[config.mk]
export PLATFORM = sky130hd
export DESIGN_NAME = adder8_share_arb
export DESIGN_NICKNAME = d
export VERILOG_FILES = /design/src/rtl/adder8_share_arb.sv
export SDC_FILE = /design/constraint.sdc
export NUM_CORES = 1
export LEC_CHECK = 0
export ABC_CLOCK_PERIOD_IN_PS = 13600
export CORE_ASPECT_RATIO = 1.2
export CORE_MARGIN = 1.5
export CORE_UTILIZATION = 49
export CTS_BUF_LIST = sky130_fd_sc_hd__clkbuf_4 sky130_fd_sc_hd__clkbuf_8
export DETAILED_ROUTE_END_ITERATION = 12
export PLACE_DENSITY = 0.95
export SETUP_SLACK_MARGIN = 0.4
export SYNTH_ARGS = -nofsm -noshare
export SYNTH_HDL_FRONTEND = slang
export SYNTH_SLANG_ARGS = --single-unit
export TNS_END_PERCENT = 30
[constraint.sdc]
create_clock -name clk -period 13.6 [get_ports clk]
set_input_delay 4.08 -clock clk [delete_from_list [all_inputs] [get_ports clk]]
set_output_delay 4.08 -clock clk [all_outputs]
set_load 0.01 [all_outputs]
[src/rtl/adder8_share_arb.sv]
// adder8_share_arb: one 8-bit modulo-256 adder shared by NREQ requesters.
// A round-robin arbiter feeds a single result register with a valid/ready
// handshake on the consumer side.
module adder8_share_arb #(
   parameter int unsigned NREQ    = 4,
   parameter int unsigned RR_INIT = 0
) (
   input  logic                 clk,
   input  logic                 rst_n,
   input  logic [NREQ-1:0]      req_valid,
   input  logic [8*NREQ-1:0]    req_a,
   input  logic [8*NREQ-1:0]    req_b,
   output logic [NREQ-1:0]      req_ready,
   output logic                 rsp_valid,
   output logic [7:0]           rsp_sum,
   output logic [2:0]           rsp_id,
   input  logic                 rsp_ready,
   output logic [15:0]          busy_cnt
);

   localparam int unsigned DW  = 8;
   localparam int unsigned IDW = 3;
   localparam int unsigned CW  = 16;

   typedef enum logic {
      S_EMPTY = 1'b0,
      S_FULL  = 1'b1
   } state_t;

   state_t           state_q, state_d;
   logic [IDW-1:0]   rr_ptr_q;
   logic [NREQ-1:0]  rot;
   logic [IDW:0]     cand;
   logic             gnt_any;
   logic [IDW-1:0]   gnt_idx;
   logic [DW-1:0]    op_a, op_b, sum;
   logic             can_accept;
   logic             xfer;

   // Round-robin pick: rotate so rr_ptr sits at bit 0, take the lowest set bit
   always_comb begin
      rot     = NREQ'({req_valid, req_valid} >> rr_ptr_q);
      gnt_any = 1'b0;
      gnt_idx = '0;
      cand    = '0;
      for (int i = 0; i < int'(NREQ); i++) begin
         if (!gnt_any && rot[i]) begin
            gnt_any = 1'b1;
            cand    = {1'b0, rr_ptr_q} + (IDW+1)'(i);
            gnt_idx = (cand >= (IDW+1)'(NREQ)) ? IDW'(cand - (IDW+1)'(NREQ))
                                                : IDW'(cand);
         end
      end
   end

   // Operand select for the granted requester, then the single shared adder
   always_comb begin
      op_a = '0;
      op_b = '0;
      for (int i = 0; i < int'(NREQ); i++) begin
         if (gnt_idx == IDW'(i)) begin
            op_a = req_a[8*i +: 8];
            op_b = req_b[8*i +: 8];
         end
      end
      sum = op_a + op_b;
   end

   // Grant is suppressed while the held result is not being drained, or in reset
   always_comb begin
      can_accept = (state_q == S_EMPTY) | rsp_ready;
      req_ready  = '0;
      if (rst_n && can_accept && gnt_any) begin
         req_ready = NREQ'(1) << gnt_idx;
      end
      xfer = |(req_valid & req_ready);
   end

   // Result-register occupancy: next state
   always_comb begin
      state_d = state_q;
      case (state_q)
         S_EMPTY: if (xfer) state_d = S_FULL;
         S_FULL: begin
            if (xfer)           state_d = S_FULL;
            else if (rsp_ready) state_d = S_EMPTY;
         end
         default: state_d = S_EMPTY;
      endcase
   end

   // Occupancy state register
   always_ff @(posedge clk or negedge rst_n) begin
      if (!rst_n) state_q <= S_EMPTY;
      else        state_q <= state_d;
   end

   // Result payload, round-robin pointer and saturating transfer counter
   always_ff @(posedge clk or negedge rst_n) begin
      if (!rst_n) begin
         rsp_sum  <= '0;
         rsp_id   <= '0;
         rr_ptr_q <= IDW'(RR_INIT);
         busy_cnt <= '0;
      end else if (xfer) begin
         rsp_sum  <= sum;
         rsp_id   <= gnt_idx;
         rr_ptr_q <= (gnt_idx == IDW'(NREQ-1)) ? '0 : gnt_idx + IDW'(1);
         if (busy_cnt != {CW{1'b1}}) busy_cnt <= busy_cnt + CW'(1);
      end
   end

   assign rsp_valid = (state_q == S_FULL);

endmodule

# Yosys cells after proc, flatten, opt, wreduce, memory -nomap -nowiden
# Index checks and enable logic that the tools add are counted.
# classes
n_lt_le_gt_ge	4
div	0
mul	0
mux	26
n_reduce_logical	11
n_addsub	10
shift	2
n_bitwise	3
n_eq_ne	4
# ops
op	n
8-bit two-way mux	8
3-bit two-way mux	9
16-bit by 1-bit adder with 16-bit output, second input constant	1
16-bit inequality test, second input constant	1
4-bit by 3-bit >= comparator with 1-bit output, second input constant	3
3-bit subtractor, second input constant	4
3-bit by 2-bit adder with 4-bit output, second input constant	2
8-bit adder	1
8-bit by 3-bit >> shifter with 4-bit output	1
1-bit two-way mux	7
3-bit by 2-bit == test with 1-bit output, second input constant	2
1-bit logical AND	5
3-bit by 1-bit adder with 4-bit output, second input constant	1
4-bit AND	1
4-bit two-way mux	1
4-bit OR reduction	1
1-bit by 3-bit << shifter with 4-bit output, first input constant	1
3-bit by 1-bit adder with 3-bit output, second input constant	1
3-bit by 1-bit == test with 1-bit output, second input constant	1
3-bit >= comparator, second input constant	1
1-bit logical NOT	3
3-bit logical NOT	1
1-bit case mux with 2 select lines	1
2-bit AND reduction	1
other kinds (2)	2
# totals
reg_bits	31
ramBits	0
mem_bits_ro	0
n_memories	0
wordCells	65
inputBits	71
out_inout_bits	32
latch_bits	0

# Logic depth before layout (Yosys ltp)
# Gate-level depths: netlist of the first run.
# depth
depth_word	17
mapped_depth	25

# Worst setup path before layout of the first run
# No wires, ideal clock.
# synth_timing
kind	input port to output port
start	input port req_valid[2]
end	output port req_ready[2]
path_slack_ns	3.370
arrival_ns	6.150
cell_stages	10
path_buffers	3
path_cell_list	clkbuf_2 > nor4b_1 > a31oi_1 > a211oi_1 > o211a_1 > a21bo_2 > ha_1 > clkbuf_1 > clkbuf_1 > and2_1
# synth_between
elab_chain_len	13
# synth_rtl
item	line	source
from (decl)	10	input logic [NREQ-1:0] req_valid,
8-bit by 3-bit >> shifter with 4-bit output *	42	rot = NREQ'({req_valid, req_valid} >> rr_ptr_q);
1-bit two-way mux	47	if (!gnt_any && rot[i]) begin
1-bit logical NOT	47	
1-bit logical AND	47	
1-bit two-way mux	47	
1-bit logical NOT	47	
1-bit logical AND	47	
1-bit two-way mux	47	
1-bit logical NOT	47	
1-bit logical AND	47	
3-bit two-way mux *	47	
via gnt_idx[1]	35	logic [IDW-1:0] gnt_idx;
1-bit by 3-bit << shifter with 4-bit output *	74	req_ready = NREQ'(1) << gnt_idx;
4-bit two-way mux *	73	if (rst_n && can_accept && gnt_any) begin
to (decl)	13	output logic [NREQ-1:0] req_ready,
# The timed path passes the listed nets; every way through them passes the cells marked *.

# Worst setup path in the final report of the first run
# Same ends and word-level chain as after synthesis.

==> metrics.md, run 1 <==
| Metric | Value |
|---|---|
| Core area | `0.004975 mm2` |
| DIE AREA | `0.005664 mm2` |
| DRT iter0 DRCs | `120` |
| Vias/cell | `5.639` |
| Routed WL per cell | `13.75 um` |
| Max Fanout on Critical Path | `32` |
| Port Buf Inserts | `102` |
| Clk root buf | `clkbuf_8` |
| LEAKAGE | `1.563 nW` |
| Clock buffer depth | `2` |
| Unrepaired setup endpoints after global routing | `false` |
| Most numerous cell in the Yosys netlist | `nand2_1` |
| Worst Tran Pin Value | `1.030 ns` |
| Netlist Area Pre-Place | `0.002557 mm2` |
| Num ports | `103` |
| Clk sink count | `31` |
| Final min period | `11.51 ns` |
| Endpoint type of the worst setup path | `primary output` |
| CTS tree | `done` |
| HPWL after DPL | `5121 um` |
| Cell Rows | `28` |
| Synth area leaders | `dfrtp_1 (30%), a21oi_1 (6.7%), xor2_1 (6.5%)` |
| Status | `finished, final reports clean` |
| Initial antenna violation count | `0` |
| Gate Count Post-Synth | `320` |
| Clock latency on the worst-skew pair | `0.28 ns` |
| Synth Net Count | `405` |
| Cell area power density | `233.0 mW/mm2` |
| Die Width | `68.95 um` |
| Synthesis-to-layout area growth | `43.79%` |
| Vias | `2656` |
| Required time worst endpoint | `9.52 ns` |
| Util after Layout | `0.7392` |
| Clk slew on worst S/H paths | `0.06 ns` |
| Number of enable flip-flop cells after synthesis | `0` |
| DP Cell Count | `463` |
| Pin count of the biggest net entering global routing | `40` |
| Placement-stage worst setup slack | `2.149 ns` |
| Asr flop ratio synth | `1.000` |
| PnR worst setup slack | `2.090 ns` |
| Yosys reg bits | `31` |
| Synth cell count leaders | `nand2_1 (44), nor2_1 (35), a21oi_1 (34)` |
| DRC Markers | `0` |
| Reg2Reg Setup Slack | `8.64 ns` |
| Hold-fix buffers, CTS | `0` |
| Post-synthesis sequential area ratio | `0.3033` |
| Gr ovfl total | `0` |
| Die height | `82.14 um` |
| Critical path type | `input port to primary output` |
| Maximum clock frequency | `86.88 MHz` |
| Setup TNS | `0 ns` |
| Filler cells | `373` |
| CTS-repair resized insts | `0` |
| Crit path launch type | `input port` |
| Period utilisation layout | `0.8463` |
| Hold Violations, Final | `0` |
| CTS H-tree lvls | `2` |
| Post-layout nets | `495` |
| Slew Viols, Final | `0` |
| TritonRoute pass-1 iters | `4` |
| Main synth FF type | `dfrtp_1` |
| Starting Density | `0.5141` |
| Routed wire length | `6477 um` |
| Setup violators final | `0` |
| Hold slack | `0.4785 ns` |
| Biggest area consumer among synthesized cells | `dfrtp_1` |
| Final non-filler cell total | `471` |
| First-pass GRT wire length | `10410 um` |
| Cell variety after synth | `53` |
| Share of layout cells above drive strength 1 | `0.06813` |
| # Post-CTS Setup Buffers | `0` |
| Final GP Congestion | `0.8017` |
| Crit path DAT | `7.43 ns` |
| Number of global-route vias before repair | `2433` |
| CTS buffer count | `5` |
| Clock Skews | `0.009975 ns` |
| Antenna viol nets, final | `0` |
| Ant. Diodes | `0` |
| Avg Cell Area, Syn | `7.992 um2` |
| MaxCap Viol Count | `0` |
| Rel. slew slack | `0.3098` |
| Top-area cell type share of the netlist area | `0.3033` |
| Max IR drop VDD | `0.1588 mV` |
| Hold/Removal Path Class | `flop to flop` |
| GRT Overall Usage | `0.2365` |
| YS warnings | `0` |
final timing paths:
path / startpoint / endpoint / cells after the start
hold reg to reg: rsp_sum[4]$_DFFE_PN0P_ / rsp_sum[4]$_DFFE_PN0P_ / 2
max in group asynchronous: rst_n / rr_ptr_q[1]$_DFFE_PN0P_ / 2
setup / recovery: req_valid[2] / req_ready[2] / 10
min in group asynchronous: rst_n / busy_cnt[2]$_DFFE_PN0P_ / 2
setup reg to reg: rr_ptr_q[0]$_DFFE_PN0P_ / rsp_sum[6]$_DFFE_PN0P_ / 19
hold / removal: rsp_sum[4]$_DFFE_PN0P_ / rsp_sum[4]$_DFFE_PN0P_ / 2
flip-flops by register name (all words and copies together) (netlist names):
register and flops:
rsp_sum 8, busy_cnt 16, rsp_id 3, rr_ptr_q 3, rsp_valid 1
critical path, stage by stage:
cell and delay [ns]:
clkdlybuf4s50_1 0.55, nor4b_1 0.35, a31oi_1 0.10, a211oi_1 0.35
o21ai_0 0.13, o31a_2 0.17, inv_1 0.10, ha_1 0.82
and2_1 0.24, clkdlybuf4s50_1 0.54
per-stage QoR:
step | total power [mW] | cell area, um2
2_1_floorplan | 0.5995 | 2557
3_5_place_dp | 0.7647 | 3560
6_report | 0.8569 | 3677
5_1_grt | 0.9437 | 3677
3_3_place_gp | 0.7400 | 3560
4_1_cts | 0.8620 | 3677
report_power, final:
part,total (mW),leakage (nW),switching (mW),internal [mW]
clock,0.0932,0.0612,0.0339,0.0592
sequential,0.156,0.397,0.0331,0.123
combinational,0.607,1.11,0.335,0.273
total,0.857,1.56,0.402,0.455
cell type report:
type	count	area [um2]	share of cell area
Inverter	14	52.55	0.01429
Tap cell	60	75.07	0.02042
Clock inverter	2	35.03	0.009527
Sequential cell	31	775.7	0.2110
Timing Repair Buffer	103	1028	0.2797
Clock buffer	6	82.58	0.02246
Multi-Input combinational cell	255	1628	0.4427
routing by layer:
metal / global-route usage / routed length (um) / share of wire / vias up
met1: 0.2705 / 2526 / 0.39 / 1220
met4: 0.05490 / 85 / 0.013 / 0
met3: 0.05014 / 531 / 0.082 / 9
met2: 0.4413 / 3333 / 0.51 / 137
met5: 0 / 0 / 0 / -
li1: - / - / - / 1290
layout by cell type, fill, tap and decap left out, types with 6 or more instances in the layout:
cell type,n
clkdlybuf4s50_1,102
nand2_1,44
nor2_1,35
a21oi_1,34
dfrtp_1,31
o21ai_0,21
xor2_1,19
inv_1,13
ha_1,13
nor4_2,7
nand3_1,7
and2_1,6
nor3_1,6
clkbuf_8,6
cell families (layout without fill, tap and decap cells):
logic type / count (synthesis) / in the layout / share of synthesized area
XOR/XNOR: 23 / 23 / 0.07877
multiplexers: 7 / 7 / 0.02935
flip-flops: 31 / 31 / 0.3033
AO/OA/AOI/OAI: 81 / 81 / 0.1884
AND/OR/NAND/NOR: 130 / 130 / 0.2657
buffers and inverters: 34 / 125 / 0.06311
adder cells (fa/ha/maj): 14 / 14 / 0.07143
No activity file was read; power rests on OpenSTA's default activity.
==> inputs of run 2 (changes only) <==
ABC_CLOCK_PERIOD_IN_PS = 10750   (was 13600)
CORE_UTILIZATION = 45   (was 49)
PLACE_DENSITY = 0.93   (was 0.95)
clock period = 10.75 ns   (was 13.6 ns; I/O delays follow)
==> run 2 against run 1 <==
The run now ends with DRC left. Global-route usage is 0.71 points lower. Routed wire length grew 2.6%. Flip-flop and latch count unchanged. Critical endpoint is now req_ready[1]. Critical path depth fell by 1.
==> metrics.md, run 2 (synthesis results as in run 1) <==
| Metric | Value |
|---|---|
| Status | `finished with violations` |
| Failing checks | `DRC` |
| CTS tree | `done` |
| HPWL after DPL | `5202 um (+1.6%)` |
| Synthesis-to-layout area growth | `43.30%` |
| Cell mode on critical path | `clkdlybuf4s50_1` |
| Core area | `0.005370 mm2 (+7.9%)` |
| Maximum clock frequency | `102.2 MHz` |
| Crit-path cells | `clkdlybuf4s50_1 > nor4b_1 > a31oi_1 > a211oi_1 > o211a_1 > o31a_2 > ha_1 > and2_1 > clkdlybuf4s50_1` |
| Antenna viol nets, final | `0 (unchanged)` |
| Endpoint type of the worst setup path | `primary output` |
| Slew Viols, Final | `0 (unchanged)` |
| Max Fanout on Critical Path | `32 (unchanged)` |
| PnR worst setup slack | `0.9655 ns (-1.125 ns)` |
| Most frequent cells in the layout | `clkdlybuf4s50_1 (102), nand2_1 (44), nor2_1 (35)` |
| DRT iter0 DRCs | `99 (-18%)` |
| Rel. slew slack | `0.2880 (-0.02179)` |
| Clock latency on the worst-skew pair | `0.28 ns (about the same)` |
| DRC Markers | `3 (+3)` |
| First-pass GRT wire length | `11490 um (+10%)` |
| Cell Int Power | `550.9 uW (+21%)` |
| Routed wire length | `6644 um (+2.6%)` |
| MaxCap Viol Count | `0 (unchanged)` |
| Clk pwr share | `0.087 (-0.022)` |
| Cell area power density | `288.6 mW/mm2 (+24%)` |
| Final min period | `9.785 ns` |
| Placement-stage worst setup slack | `0.9439 ns (-1.205 ns)` |
| Placed inst area | `0.003577 mm2 (+0.49%)` |
| # Post-CTS Setup Buffers | `0 (unchanged)` |
| Crit path launch type | `input port` |
| Switching Fraction | `0.4792 (+0.01029)` |
| Clk sink count | `31 (unchanged)` |
| Most common cell after layout, fill and taps aside | `clkdlybuf4s50_1` |
| Reg2Reg Setup Slack | `5.82 ns (-2.82 ns)` |
| Finished Cell Area | `0.003665 mm2 (-0.34%)` |
| Leading registers by flop count | `busy_cnt: 16 flops, rsp_sum: 8 flops` |
| Num ports | `103 (unchanged)` |
| Hold slack | `0.4762 ns (-0.002266 ns)` |
| Sw power | `507.0 uW (+26%)` |
| Clock buffer depth | `2 (unchanged)` |
| Gr ovfl total | `0 (unchanged)` |
| Hold/Removal Path Class | `flop to flop` |
| Period utilisation layout | `0.9102` |
| Routed WL per cell | `14.02 um (+1.9%)` |
| Max IR drop VDD | `0.1875 mV (+18%)` |
| Die height | `85.58 um (+4.2%)` |
| Setup violators final | `0 (unchanged)` |
| Hold-fix buffers, CTS | `0 (unchanged)` |
| GRT Overall Usage | `0.2294 (-0.007142)` |
| Starting Density | `0.4762 (-0.03785)` |
| Cell family with most CP delay | `buffers and inverters` |
| Final GP Congestion | `0.8114 (+1.2%)` |
| Share of layout cells above drive strength 1 | `0.07039 (+0.002262)` |
| Port Buf Inserts | `102 (unchanged)` |
| Critical path type | `input port to primary output` |
| TritonRoute pass-1 iters | `11 (+7)` |
| Largest register FFs | `16 (unchanged)` |
| Slowest cell delay on critical path | `0.79 ns (-0.03 ns)` |
| CTS H-tree lvls | `2 (unchanged)` |
| Largest Register | `busy_cnt` |
| Crit path DAT | `6.56 ns (-0.87 ns)` |
| Util after Layout | `0.6824 (-0.05675)` |
| Post-layout nets | `497 (+0.40%)` |
| Number of global-route vias before repair | `2570 (+5.6%)` |
| Worst Tran Pin Value | `1.062 ns (+0.03250 ns)` |
| Critical-path cell with the highest stage delay | `ha_1` |
| DP Cell Count | `467 (+0.86%)` |
| Setup TNS | `0 ns (unchanged)` |
| Die Width | `71.82 um (+4.2%)` |
| Unrepaired setup endpoints after global routing | `false` |
| Clk root buf | `clkbuf_8` |
| CTS-repair resized insts | `0 (unchanged)` |
| Vias | `2614 (-1.6%)` |
| DIE AREA | `0.006146 mm2 (+8.5%)` |
| Cell Rows | `29 (+3.6%)` |
| Required time worst endpoint | `7.53 ns (-1.99 ns)` |
| Total Power | `1.058 mW (+23%)` |
| Ant. Diodes | `0 (unchanged)` |
| Seq pwr share | `0.187 (+0.005)` |
| Vias/cell | `5.515 (-2.2%)` |
| Hold Violations, Final | `0 (unchanged)` |
| Pin count of the biggest net entering global routing | `40 (unchanged)` |
| CTS buffer count | `5 (unchanged)` |
| LEAKAGE | `1.559 nW (-0.24%)` |
| Clock Skews | `0.002899 ns (-0.007076 ns)` |
| Clk slew on worst S/H paths | `0.06 ns (about the same)` |
| Comb pwr share | `0.726 (+0.017)` |
| Initial antenna violation count | `0 (unchanged)` |
| CP bufs+invs | `2 (-1)` |
| Final non-filler cell total | `474 (+0.64%)` |
## run 2: area by class of cell
| cell class | count | area [um2] |
|---|---|---|
| flip-flops and latches | 31 | 775.7 |
| clock inverters | 1 | 5.005 |
| inverters | 14 | 52.55 |
| multi-input cells | 255 | 1628 |
| repair buffers | 105 | 1044 |
| fillers | 445 | 1705 |
| clock buffers | 6 | 82.58 |
| well taps | 62 | 77.57 |
## run 2: power by group through the flow
stage	logic, mW	clock network (mW)	registers (mW)
after floorplan	0.557	0	0.201
after global placement	0.746	0	0.196
after detailed placement	0.770	0	0.200
after CTS	0.775	0.0943	0.198
after global routing	0.877	0.0987	0.204
final	0.768	0.0920	0.198
## run 2: worst min-delay path: stages, from the launching register on
cell     delay (ns)
dfrtp_1        0.34
nand2_1        0.05
o21ai_0        0.06
## run 2: path summary, 6_finish.rpt
| path | start | endpoint | depth (start not counted) |
|---|---|---|---|
| worst max-delay path | req_valid[2] | req_ready[1] | 9 |
| worst min-delay path | rsp_sum[5]$_DFFE_PN0P_ | rsp_sum[5]$_DFFE_PN0P_ | 2 |
| worst max register to register | rr_ptr_q[0]$_DFFE_PN0P_ | rsp_sum[6]$_DFFE_PN0P_ | 19 |
| worst min register to register | rsp_sum[5]$_DFFE_PN0P_ | rsp_sum[5]$_DFFE_PN0P_ | 2 |
| max in group asynchronous | rst_n | rsp_id[2]$_DFFE_PN0P_ | 2 |
| min in group asynchronous | rst_n | busy_cnt[6]$_DFFE_PN0P_ | 2 |
## run 2: metal layers
metal / share of wire / global-route usage / routed length (um) / vias up
met1: 0.39 / 0.2613 / 2591 / 1197
met4: 0.018 / 0.06175 / 121 / 0
met5: 0 / 0 / 0 / -
li1: - / - / - / 1293
met2: 0.52 / 0.4209 / 3436 / 111
met3: 0.074 / 0.05758 / 494 / 13
==> inputs of run 3 (changes only) <==
CAP_MARGIN = 20   (was not set)
==> run 3 against run 2 <==
The flow still finishes with violations (DRC). Critical path type unchanged. Via count increased by 0.96%. Flip-flop and latch count unchanged. Critical path depth is the same. Combinational power increased by 1%. Critical endpoint unchanged. Sequential power about the same. Clock power barely moved.
==> metrics.md, run 3 (synthesis results as in run 1) <==
| Metric | Value |
|---|---|
| Number of global-route vias before repair | `2570 (unchanged)` |
| Initial antenna violation count | `0 (unchanged)` |
| Hold Violations, Final | `0 (unchanged)` |
| First-pass GRT wire length | `11490 um (unchanged)` |
| Gr ovfl total | `0 (unchanged)` |
| CTS-repair resized insts | `0 (unchanged)` |
| Status | `finished with violations` |
| Cell Int Power | `558.4 uW (+1.4%)` |
| Ant. Diodes | `0 (unchanged)` |
| Die Width | `71.82 um (unchanged)` |
| Max Fanout on Critical Path | `32 (unchanged)` |
| Largest Register | `busy_cnt` |
| Share of layout cells above drive strength 1 | `0.07264 (+0.002251)` |
| Placed inst area | `0.003577 mm2 (unchanged)` |
| LEAKAGE | `1.570 nW (+0.66%)` |
| CTS tree | `done` |
| Comb pwr share | `0.729 (+0.003)` |
| Reg2Reg Setup Slack | `5.78 ns (-0.04 ns)` |
| Crit path DAT | `6.63 ns (+0.07 ns)` |
| Period utilisation layout | `0.9163 (+0.006105)` |
| Max IR drop VDD | `0.1874 mV (about the same)` |
| Clock Skews | `0.003091 ns (+0.0001916 ns)` |
| Setup TNS | `0 ns (unchanged)` |
| Most frequent cells in the layout | `clkdlybuf4s50_1 (102), nand2_1 (44), nor2_1 (35)` |
| Hold-fix buffers, CTS | `0 (unchanged)` |
| Required time worst endpoint | `7.53 ns (about the same)` |
| Placement-stage worst setup slack | `0.9439 ns (unchanged)` |
| PnR worst setup slack | `0.8999 ns (-0.06563 ns)` |
| GRT Overall Usage | `0.2294 (unchanged)` |
| Failing checks | `DRC` |
| CTS buffer count | `5 (unchanged)` |
| Unrepaired setup endpoints after global routing | `false` |
| Clk slew on worst S/H paths | `0.06 ns (about the same)` |
| Most common cell after layout, fill and taps aside | `clkdlybuf4s50_1` |
| Clock latency on the worst-skew pair | `0.28 ns (about the same)` |
| Hold slack | `0.4799 ns (+0.003691 ns)` |
| # Post-CTS Setup Buffers | `0 (unchanged)` |
| Maximum clock frequency | `101.5 MHz (-0.67%)` |
| Cell area power density | `289.7 mW/mm2 (+0.38%)` |
| Cell Rows | `29 (unchanged)` |
| Clk root buf | `clkbuf_8` |
| MaxCap Viol Count | `0 (unchanged)` |
| DRC Markers | `3 (unchanged)` |
| Hold/Removal Path Class | `flop to flop` |
| Clk sink count | `31 (unchanged)` |
| Critical path type | `input port to primary output` |
| Crit path launch type | `input port` |
| HPWL after DPL | `5202 um (unchanged)` |
| Antenna viol nets, final | `0 (unchanged)` |
| Synthesis-to-layout area growth | `44.08%` |
| Core area | `0.005370 mm2 (unchanged)` |
| Final GP Congestion | `0.8114 (unchanged)` |
| CTS H-tree lvls | `2 (unchanged)` |
| GR Util met2 | `0.4209 (unchanged)` |
| DRT iter0 DRCs | `89 (-10%)` |
| Finished Cell Area | `0.003685 mm2 (+0.55%)` |
| Switching Fraction | `0.4770 (-0.002241)` |
| Endpoint type of the worst setup path | `primary output` |
| Setup violators final | `0 (unchanged)` |
| Filler cells | `445 (unchanged)` |
| DIE AREA | `0.006146 mm2 (unchanged)` |
| Clock buffer depth | `2 (unchanged)` |
| Gr busiest metal | `met2` |
| TritonRoute pass-1 iters | `11 (unchanged)` |
| Sw power | `509.3 uW (+0.46%)` |
| Util after Layout | `0.6862 (+0.003728)` |
| Port Buf Inserts | `102 (unchanged)` |
| Slew Viols, Final | `0 (unchanged)` |
| Num ports | `103 (unchanged)` |
| Pin count of the biggest net entering global routing | `40 (unchanged)` |
| Starting Density | `0.4762 (unchanged)` |
| Worst Tran Pin Value | `1.072 ns (+0.01014 ns)` |
| M3 GR Usage | `0.05758 (unchanged)` |
| Post-layout nets | `498 (+0.20%)` |
| Seq pwr share | `0.185 (-0.002)` |
| Vias | `2639 (+0.96%)` |
| GRT met1 Usage | `0.2613 (unchanged)` |
| Rel. slew slack | `0.2812 (-0.006796)` |
| Leading registers by flop count | `busy_cnt: 16 flops, rsp_sum: 8 flops` |
| Routed WL per cell | `14.04 um (+0.13%)` |
| Largest register FFs | `16 (unchanged)` |
| Vias/cell | `5.556 (+0.74%)` |
| Final min period | `9.850 ns (+0.06563 ns)` |
| Die height | `85.58 um (unchanged)` |
| Clk pwr share | `0.086 (about the same)` |
| Routed wire length | `6667 um (+0.35%)` |
[run 3: cell types whose count changed in the layout (fill, tap and decap cells not counted)]
cell,delta
buf_12,+1
[run 3: per-stage QoR]
step / std cells / power, mW
after global routing: 475 / 1.189
after detailed placement: 467 / 0.9699
final: 475 / 1.068
after global placement: 467 / 0.9417
after CTS: 474 / 1.067
after floorplan: 320 / 0.7584
[run 3: routing by layer]
metal  part of all wire  wire length, um  vias to the layer above
met5                  0                0                        -
met4              0.019              129                        0
met3              0.076              507                       15
met2               0.52             3452                      121
met1               0.39             2579                     1209
li1                   -                -                     1294
[run 3: cell type report]
cell class | instances | area (um2) | area share
Inverter | 14 | 52.55 | 0.01426
Clock buffer | 6 | 82.58 | 0.02241
Timing Repair Buffer | 106 | 1064 | 0.2886
Clock inverter | 1 | 5.005 | 0.001358
Tap cell | 62 | 77.57 | 0.02105
Multi-Input combinational cell | 255 | 1628 | 0.4418
Sequential cell | 31 | 775.7 | 0.2105
[run 3: worst paths after layout]
path,startpoint,to,cells after the start
hold reg to reg,rsp_sum[5]$_DFFE_PN0P_,rsp_sum[5]$_DFFE_PN0P_,2
hold / removal,rsp_sum[5]$_DFFE_PN0P_,rsp_sum[5]$_DFFE_PN0P_,2
min in group asynchronous,rst_n,rr_ptr_q[1]$_DFFE_PN0P_,2
setup reg to reg,rr_ptr_q[0]$_DFFE_PN0P_,rsp_sum[6]$_DFFE_PN0P_,19
max in group asynchronous,rst_n,rsp_sum[4]$_DFFE_PN0P_,2
setup / recovery,req_valid[2],req_ready[1],9
[run 3: worst max-delay path: stages]
cell and delay (ns):
clkdlybuf4s50_1 0.54, nor4b_1 0.35, a31oi_1 0.10, a211oi_1 0.42, o211a_1 0.23, o31a_2 0.17, ha_1 0.79, and2_1 0.24
clkdlybuf4s50_1 0.54
[run 3: power groups by stage]
| stage | combinational (mW) | clock [mW] | sequential, mW |
|---|---|---|---|
| CTS | 0.775 | 0.0943 | 0.198 |
| finish | 0.778 | 0.0919 | 0.198 |
| detailed placement | 0.770 | 0 | 0.200 |
| global route | 0.886 | 0.0987 | 0.204 |
| floorplan | 0.557 | 0 | 0.201 |
| global placement | 0.746 | 0 | 0.196 |
